[src/rtl/simon_pkg.sv]
// simon_pkg: shared colour type, sequence-length limit and player FSM states for the Simon game.
package simon_pkg;
  localparam int MAX_ROUNDS = 33;
  typedef logic [1:0] colour_t;
  typedef enum logic [2:0] {IDLE, SYNC, SHOW, GAP, DONE} player_state_t;
endpackage

[src/rtl/sequence_player_colour_decoder.sv]
// colour_decoder: maps a 2-bit colour to its one-hot LED code.
module colour_decoder
  import simon_pkg::*;
(
  input  colour_t    colour_i,
  output logic [3:0] onehot_o
);
  assign onehot_o = 4'b0001 << colour_i;
endmodule

[src/rtl/sequence_player.sv]
// sequence_player: plays a stored colour sequence on one-hot LEDs, paced by an external pulse.
// Define SEQUENCE_PLAYER_GAP_EN to blank the LEDs for one period between colours.
module sequence_player
  import simon_pkg::*;
#(
  parameter int MAX_LEN = MAX_ROUNDS
) (
  input  logic                 clk,
  input  logic                 reset,
  input  logic                 pulse,
  input  logic                 start,
  input  logic [5:0]           round_len,
  input  logic [2*MAX_LEN-1:0] segment,
  output logic [3:0]           disp_o,
  output logic                 busy,
  output logic                 done
);
  player_state_t state_q;
  logic [5:0] idx_q, len_q, idx_d, len_d, sel;
  logic [3:0] lit;
  logic last;
  assign len_d = (round_len > 6'(MAX_LEN)) ? 6'(MAX_LEN) : round_len;
  assign last = idx_q == len_q - 6'd1;
  assign idx_d = last ? idx_q : idx_q + 6'd1;
  // SYNC lights the current entry; every other lighting step lights the next one
  assign sel = (state_q == SYNC) ? idx_q : idx_d;
  colour_decoder u_dec (.colour_i(segment[{sel, 1'b0} +: 2]), .onehot_o(lit));
  always_ff @(posedge clk) begin
    if (reset) begin
      state_q <= IDLE;
      idx_q   <= '0;
      len_q   <= '0;
      disp_o  <= '0;
      busy    <= 1'b0;
      done    <= 1'b0;
    end else begin
      case (state_q)
        IDLE: if (start) begin
          len_q   <= len_d;
          idx_q   <= '0;
          busy    <= 1'b1;
          done    <= round_len == '0;
          state_q <= (round_len != '0) ? SYNC : DONE;
        end
        SYNC: if (pulse) begin
          state_q <= SHOW;
          disp_o  <= lit;
        end
        SHOW: if (pulse) begin
`ifdef SEQUENCE_PLAYER_GAP_EN
          state_q <= GAP;
          disp_o  <= '0;
`else
          state_q <= last ? DONE : SHOW;
          idx_q   <= idx_d;
          disp_o  <= last ? 4'd0 : lit;
          done    <= last;
`endif
        end
`ifdef SEQUENCE_PLAYER_GAP_EN
        GAP: if (pulse) begin
          state_q <= last ? DONE : SHOW;
          idx_q   <= idx_d;
          disp_o  <= last ? 4'd0 : lit;
          done    <= last;
        end
`endif
        DONE: begin
          state_q <= IDLE;
          done    <= 1'b0;
          busy    <= 1'b0;
        end
        default: state_q <= IDLE;
      endcase
    end
  end
endmodule

[config.mk]
export PLATFORM = sky130hd
export DESIGN_NAME = sequence_player
export DESIGN_NICKNAME = d
export VERILOG_FILES = /design/src/rtl/simon_pkg.sv /design/src/rtl/sequence_player_colour_decoder.sv /design/src/rtl/sequence_player.sv
export SDC_FILE = /design/constraint.sdc
export NUM_CORES = 1
export LEC_CHECK = 0
export CAP_MARGIN = 15
export CORE_MARGIN = 5
export CORE_UTILIZATION = 45
export DETAILED_ROUTE_END_ITERATION = 7
export PLACE_DENSITY = 0.75
export SLEW_MARGIN = 0
export SYNTH_ARGS = -nofsm -noshare
export SYNTH_HDL_FRONTEND = slang
export SYNTH_SLANG_ARGS = --single-unit
[constraint.sdc]
create_clock -name clk -period 7.03 [get_ports clk]
set_input_delay 1.7575 -clock clk [delete_from_list [all_inputs] [get_ports clk]]
set_output_delay 1.7575 -clock clk [all_outputs]
set_load 0.01 [all_outputs]
==> results.txt, run 1 <==
----------------------------------------------------
[STA]
  Final slew viol count ... 0
  Final cycle utilization of the critical path ... 0.567
  Min Tclk post-route ... around 4.0 ns
  Final hold violations ... 0
  Relative max-transition margin ... 0.290
  Post-route worst setup slack ... about 3.0 ns
  Clock tree skew after final layout ... 0.00489 ns
  Highest attainable clock frequency ... between 200 and 300 MHz
  Total setup violations reported at the end of the flow ... 0
  Actual slew at the worst max-slew pin ... around 1.1 ns
  Post-Route Setup TNS ... 0 ns
  Worst Hold Slack ... about 0.46 ns
  RSZ-0062 raised after global routing ... false

[Clock network]
  H-tree lvl count ... 1
  Clock transition at the registers of the reported paths ... about 0.080 ns
  Latest clock arrival within the worst-skew pair ... roughly 0.26 ns
  Hold buffer count at cts ... 0
  # resized after CTS ... 0
  Number of buffers added by the clock tree synthesis step ... 3
  Post CTS Setup Buffer Count ... 0
  Clk root buf ... clkbuf_8
  CTS tree ... yes
  Number of sinks handled by clock tree synthesis ... 21
  CTS max path bufs ... 2

[Power]
  Ratio of total power to cell area ... 114 nW/um^2
  Power, Total ... 441 uW
  P_leak ... 0.00126 uW
  Peak supply drop ... roughly 57 uV

[Floorplanning]
  Die Area ... 8530 sq um
  Vertical extent of the die ... 92.4 um
  Count of pins on the block boundary ... between 80 and 90
  Horizontal extent of the die ... just over 90 um
  Effective utilization at floorplan ... 0.457
  Core region area ... 6680 sq um
  Number of rows created at floorplan ... 30

[Yosys]
  Post-Synthesis Cell Area ... between 3000 and 4000 sq um
  Post-synthesis instance total ... about 390
  Prevailing post-synth register cell ... dfxtp_1
  Sequential-to-total area share from yosys stat ... 0.138
  Synthesized area per cell ... 7.81 sq um
  Portion of synthesized cell area occupied by the leading cell type ... 0.138
  Synthesized flop and latch total ... 21
  Count of warnings emitted by yosys ... 0
  Synth top area cells ... dfxtp_1 (14%), mux4_2 (12%), mux2i_1 (5.9%), nand2_1 (5.3%), a211oi_1 (3.9%)
  Number of library cell types mapped by synthesis ... 70
  Fraction of synthesis flops using an asynchronous set or reset pin ... 0
  Area leader, netlist ... dfxtp_1
  EDFF count, synth ... 0
  Mapped Nets ... about 470

[Finish]
  Fraction of layout cells with a size suffix above 1 ... 0.0968
  # diodes ... 0
  Count of nets after finishing ... 523
  Footprint of the multi-input gates ... approximately 2400 sq um
  Final-layout fill cell count ... 638
  Area growth, synth to finish ... 26.5%
  Area taken by flip-flops and latches ... about 420 sq um

[Global routing]
  First-pass GRT wire length ... ~16000 um
  GR Layer Usage met2 ... 0.381
  Number of antenna violations at the first check in global routing ... 0
  Most congested layer reported by global routing ... met2
  Total routing usage reported by global routing ... 0.219
  Pin count of the biggest net entering global routing ... 39
  Number of global-route vias before repair ... approximately 3300
  Global-route met3 utilization ... 0.0382
  GR Overflow Total ... 0
  Met1 Use GR ... 0.290

[Outcome]
  Outcome ... finished clean

[Place]
  GPL Wtd Cong ... between 0.8 and 0.9
  Half-perimeter wire length after placement ... between 7000 and 8000 um
  Port Buffer Count ... just over 80
  Setup WS pre-CTS ... a little under 3 ns

[Route]
  Via density per instance ... about 6.6
  Drt first pass iters ... 5
  Average routed wire per standard cell ... between 15 and 20 um
  DRC violations left ... 0
  Total length of routed wires ... 9630 um
  Number of nets with antenna violations after detailed routing ... 0
  Drt initial violations ... approximately 360
  Vias post-DR ... roughly 3500

[Critical path]
  Type of the worst setup path ... reg -> reg
  Biggest fanout along the worst timing path ... 19
  Reg-to-reg critical path startpoint ... idx_q[2]$_SDFFE_PP0P_
  Data arrival time at the worst-slack endpoint ... a little over 4 ns
  Kind of capture point of the worst setup path ... register
  Critical Path RT ... roughly 7 ns
  Critical Path Start Type ... register
  Critical path startpoint ... idx_q[2]$_SDFFE_PP0P_

[Worst hold path]
  Origin of the worst min-delay path ... disp_o[3]$_SDFFE_PP0P_
  Classification of the worst-slack hold path ... reg -> reg

[Run]
  Reported max-cap violation count ... 0

----------------------------------------------------
==> placed cells by master (no fill, tap or decap), types with 7 or more instances in the layout <==
master	netlist	final
a211oi_1	16	16
a21oi_1	21	21
clkdlybuf4s50_1	0	81
dfxtp_1	21	20
inv_1	10	10
mux2i_1	18	18
mux4_2	16	16
nand2_1	43	43
nand3_1	21	21
nor2_1	31	31
nor3_1	7	7
o21ai_0	11	11
o22ai_1	7	7
xnor2_1	9	9
==> worst max-delay path: stages, from the launching register on <==
cell and delay [ns]:
dfxtp_1 0.74, inv_1 0.41, nand2b_1 0.22, nand2_1 0.43
a21oi_2 0.73, mux4_2 0.62, a211oi_1 0.29, a311oi_2 0.18
a32o_1 0.25
==> cells in the mapped netlist, types with 9 or more instances <==
cell type  number
clkbuf_1       20
nand3_1        21
o21ai_0        11
mux2i_1        18
xnor2_1         9
buf_2           9
mux4_2         16
inv_1          10
a21oi_1        21
nand2_1        43
dfxtp_1        21
nor2_1         31
a211oi_1       16
==> report_power, final <==
part / leakage (uW) / internal [uW] / switching (uW)
sequential: 0.000171 / 125 / 8.30
clock: 0.0000228 / 40.4 / 38.5
combinational: 0.00107 / 114 / 114
total: 0.00126 / 280 / 161
==> kinds of logic after synthesis <==
| logic type | count (synthesis) | share of synthesized area |
|---|---|---|
| adders and majority gates | 2 | 0.00819 |
| and+or+nand+nor | 144 | 0.240 |
| xor gates and xnor gates | 14 | 0.0401 |
| muxes | 38 | 0.192 |
| DFF | 21 | 0.138 |
| AOI/OAI and AO/OA | 127 | 0.315 |
| buffers and inverters | 45 | 0.0676 |
==> per-stage QoR <==
| step | cell area [sq um] | utilization | instances |
|---|---|---|---|
| after CTS | 3860 | 0.578 | 524 |
| after global placement | 3820 | 0.572 | 520 |
| after floorplan | 3050 | - | 391 |
| after detailed placement | 3820 | 0.572 | 520 |
| after global routing | 3860 | 0.578 | 524 |
| final | 3860 | 0.578 | 524 |
==> sequential cells by signal, summed over array words and instances (netlist names) <==
| name | flops |
|---|---|
| busy | 1 |
| done | 1 |
| disp_o | 4 |
| idx_q | 6 |
| state_q | 3 |
| len_q | 6 |
==> area by class of cell <==
cell class | instances | area share
clock buffers | 4 | 0.0117
inverters | 10 | 0.00971
multi-input cells | 325 | 0.628
flip-flops and latches | 21 | 0.109
well taps | 80 | 0.0259
repair buffers | 84 | 0.216
==> final timing paths <==
path	to	slack, ns	cells past startpoint
min	disp_o[3]$_SDFFE_PP0P_	0.46	2
max	disp_o[1]$_SDFFE_PP0P_	3.04	8
max reg2reg	disp_o[1]$_SDFFE_PP0P_	3.04	8
min reg2reg	disp_o[3]$_SDFFE_PP0P_	0.46	2
==> routing by layer <==
| metal | wire length (um) | vias to the layer above |
|---|---|---|
| met3 | 751 | 15 |
| met1 | 4020 | 1643 |
| met2 | 4760 | 149 |
| met5 | 0 | - |
| li1 | - | 1643 |
| met4 | 99 | 0 |
Note: power is estimated with default switching activity, not from simulation.
==> run 2: changes to the inputs <==
--- a/config.mk
+++ b/config.mk
@@ -9,7 +9,7 @@
 export CORE_MARGIN = 5
 export CORE_UTILIZATION = 45
 export DETAILED_ROUTE_END_ITERATION = 7
-export PLACE_DENSITY = 0.75
+export PLACE_DENSITY = 0.78
 export SLEW_MARGIN = 0
 export SYNTH_ARGS = -nofsm -noshare
 export SYNTH_HDL_FRONTEND = slang
==> constraint.sdc (replaced) <==
create_clock -name clk -period 3.6 [get_ports clk]
set_input_delay 0.9 -clock clk [delete_from_list [all_inputs] [get_ports clk]]
set_output_delay 0.9 -clock clk [all_outputs]
set_load 0.01 [all_outputs]
==> run 2 against run 1 <==
First-iteration DRC count is 32% lower. Combinational power is 110% higher. Hold slack worse by 0.0021 ns. Setup slack worse by 2.8 ns. Die area stayed put. Power is 100% higher. Fmax is 19% higher. Non-clock buffer count is 26 higher. Global-route usage is 1.7 points higher. Core utilization is 2.9 points higher. Clock power is 99% higher. Critical endpoint unchanged. Largest power group unchanged.
==> results.txt, run 2 (same netlist as run 1, synthesis figures left out) <==
----------------------------------------------------
[Route]
  DRC violations left ... 0 (unchanged)
  Total length of routed wires ... 10400 um (+8.3%)
  Vias post-DR ... 3596 (+4.2%)
  Drt initial violations ... 248 (-32%)
  Number of nets with antenna violations after detailed routing ... 0 (unchanged)
  Via density per instance ... 6.54 (-0.70%)
  Drt first pass iters ... 5 (unchanged)
  Average routed wire per standard cell ... 19.0 um (+3.2%)

[Finish]
  Most common cell after layout, fill and taps aside ... clkdlybuf4s50_1
  Final-layout fill cell count ... 630 (-1.3%)
  Most frequent cells in the layout ... clkdlybuf4s50_1 (81), nand2_1 (43), nor2_1 (31)
  Area growth, synth to finish ... 33.0%
  Area taken by flip-flops and latches ... 422 sq um (unchanged)
  Count of nets after finishing ... 549 (+5.0%)
  Leading registers by flop count ... idx_q: 6 flops, len_q: 6 flops, disp_o: 4 flops
  Fraction of layout cells with a size suffix above 1 ... 0.149 (+0.0521)
  Footprint of the multi-input gates ... 2430 sq um (unchanged)
  # diodes ... 0 (unchanged)
  End-of-flow core utilization ... 0.608 (+0.0294)

[Floorplanning]
  Number of rows created at floorplan ... 30 (unchanged)
  Vertical extent of the die ... 92.4 um (unchanged)
  Die Area ... 8530 sq um (unchanged)
  Core region area ... 6680 sq um (unchanged)
  Count of pins on the block boundary ... 82 (unchanged)
  Effective utilization at floorplan ... 0.457 (unchanged)
  Horizontal extent of the die ... 92.4 um (unchanged)

[STA]
  Post-route worst setup slack ... 0.236 ns (-2.81 ns)
  Final slew viol count ... 0 (unchanged)
  Worst Hold Slack ... 0.457 ns (-0.00211 ns)
  Post-Route Setup TNS ... 0 ns (unchanged)
  Final hold violations ... 0 (unchanged)
  Highest attainable clock frequency ... 297 MHz (+19%)
  Final cycle utilization of the critical path ... 0.935 (+0.367)
  Relative max-transition margin ... 0.518 (+0.228)
  Clock tree skew after final layout ... 0.0146 ns (+0.00967 ns)
  Min Tclk post-route ... 3.36 ns (-0.624 ns)
  RSZ-0062 raised after global routing ... false
  Actual slew at the worst max-slew pin ... 0.723 ns (-0.342 ns)
  Total setup violations reported at the end of the flow ... 0 (unchanged)

[Global routing]
  GR Overflow Total ... 0 (unchanged)
  Number of antenna violations at the first check in global routing ... 0 (unchanged)
  First-pass GRT wire length ... 16800 um (+5.1%)
  Pin count of the biggest net entering global routing ... 36 (-7.7%)
  Total routing usage reported by global routing ... 0.236 (+0.0167)
  Number of global-route vias before repair ... 3462 (+3.8%)

[Clock network]
  CTS max path bufs ... 2 (unchanged)
  Latest clock arrival within the worst-skew pair ... 0.27 ns (about the same)
  Post CTS Setup Buffer Count ... 0 (unchanged)
  Number of sinks handled by clock tree synthesis ... 21 (unchanged)
  CTS tree ... yes
  Number of buffers added by the clock tree synthesis step ... 3 (unchanged)
  Clk root buf ... clkbuf_8
  Clock transition at the registers of the reported paths ... 0.09 ns (about the same)
  # resized after CTS ... 0 (unchanged)
  H-tree lvl count ... 1 (unchanged)
  Hold buffer count at cts ... 0 (unchanged)

[Critical path]
  Data arrival time at the worst-slack endpoint ... 3.58 ns (-0.57 ns)
  Kind of capture point of the worst setup path ... register
  Depth of the worst register-to-register path ... 11 (+3)
  Type of the worst setup path ... reg -> reg
  Critical path cell sequence ... inv_1, ha_1, xnor2_1, nor2_1, o2111ai_2, a41oi_1, or4b_1, o22ai_1, o31ai_1, a311oi_2, a32o_1
  Reg-to-reg critical path startpoint ... len_q[0]$_SDFFE_PP0P_
  Highest-delay cell along the critical path ... or4b_1
  Critical Path Start Type ... register
  Critical Path RT ... 3.82 ns (-3.37 ns)
  Dominant delay contributor by cell family on the critical path ... compound AO/OA/AOI/OAI gates
  Biggest fanout along the worst timing path ... 14 (-5)
  R2r setup slk ... 0.24 ns (-2.81 ns)
  Maximum single-stage delay on the critical path ... 0.46 ns (-0.28 ns)
  Reg-to-reg critical path endpoint ... disp_o[1]$_SDFFE_PP0P_
  Combined buffer and inverter count along the critical path ... 1 (unchanged)
  Critical path startpoint ... len_q[0]$_SDFFE_PP0P_

[Place]
  Port Buffer Count ... 81 (unchanged)
  Setup WS pre-CTS ... 0.299 ns (-2.67 ns)
  GPL Wtd Cong ... 0.962 (+8.9%)
  Half-perimeter wire length after placement ... 8110 um (+12%)

[Power]
  Ratio of total power to cell area ... 220 nW/um^2 (+92%)
  P_leak ... 0.00140 uW (+11%)
  Peak supply drop ... 136 uV (+140%)

[Run]
  Reported max-cap violation count ... 0 (unchanged)

[Worst hold path]
  Hold-critical path depth ... 2 (unchanged)
  Origin of the worst min-delay path ... disp_o[2]$_SDFFE_PP0P_
  Classification of the worst-slack hold path ... reg -> reg
  Hold path endpoint ... disp_o[2]$_SDFFE_PP0P_

[Outcome]
  Outcome ... finished clean

----------------------------------------------------
==> run 2: how the worst max path moves through the flow <==
| stage | cells past startpoint | slack [ns] | endpoint |
|---|---|---|---|
| finish | 11 | 0.24 | disp_o[1]$_SDFFE_PP0P_ |
| global route | 9 | 0.08 | disp_o[0]$_SDFFE_PP0P_ |
| CTS | 9 | 0.29 | disp_o[0]$_SDFFE_PP0P_ |
| floorplan | 12 | 0.72 | disp_o[0]$_SDFFE_PP0P_ |
| global placement | 9 | 0.36 | disp_o[0]$_SDFFE_PP0P_ |
| detailed placement | 9 | 0.30 | disp_o[0]$_SDFFE_PP0P_ |
==> run 2: cell type report <==
class / count / share of cell area
Inverter: 10 / 0.00924
Clock inverter: 1 / 0.00123
Clock buffer: 3 / 0.0102
Tap cell: 80 / 0.0246
Sequential cell: 21 / 0.104
Timing Repair Buffer: 110 / 0.253
Multi-Input combinational cell: 325 / 0.598
==> run 2: per-stage QoR <==
stage	area [sq um]	cells	power, uW
floorplan	3050	391	550
CTS	4060	550	889
finish	4060	550	892
global route	4060	550	946
detailed placement	4020	546	734
global placement	4020	546	725
==> run 2: routing by layer <==
metal,vias to the layer above,track usage,wire [um]
met5,-,0,0
met4,0,0.0483,114
met3,16,0.0398,796
met2,153,0.425,5310
met1,1731,0.295,4210
li1,1696,-,-
==> run 2: power by group <==
part,switching (uW),leakage (uW),internal (uW)
Clock,80.1,0.0000255,77.2
Combinational,238,0.00120,243
Sequential,9.85,0.000171,244
==> run 2: worst register-to-register path: cells and delay by family (launching register included) <==
kind	cells	cell delay, ns
and+or+nand+nor	2	0.65
DFF	1	0.37
buffers and inverters	1	0.08
xor gates and xnor gates	1	0.12
AOI/OAI and AO/OA	6	1.80
adders and majority gates	1	0.30
==> run 3: changes to the inputs <==
--- a/config.mk
+++ b/config.mk
@@ -9,8 +9,10 @@
 export CORE_MARGIN = 5
 export CORE_UTILIZATION = 45
 export DETAILED_ROUTE_END_ITERATION = 7
+export HOLD_SLACK_MARGIN = 0.12
 export PLACE_DENSITY = 0.78
 export SLEW_MARGIN = 0
 export SYNTH_ARGS = -nofsm -noshare
 export SYNTH_HDL_FRONTEND = slang
 export SYNTH_SLANG_ARGS = --single-unit
+export TNS_END_PERCENT = 5
==> results of run 3 <==
Same layout as run 2: the final DEF is identical, and so are final timing and power.
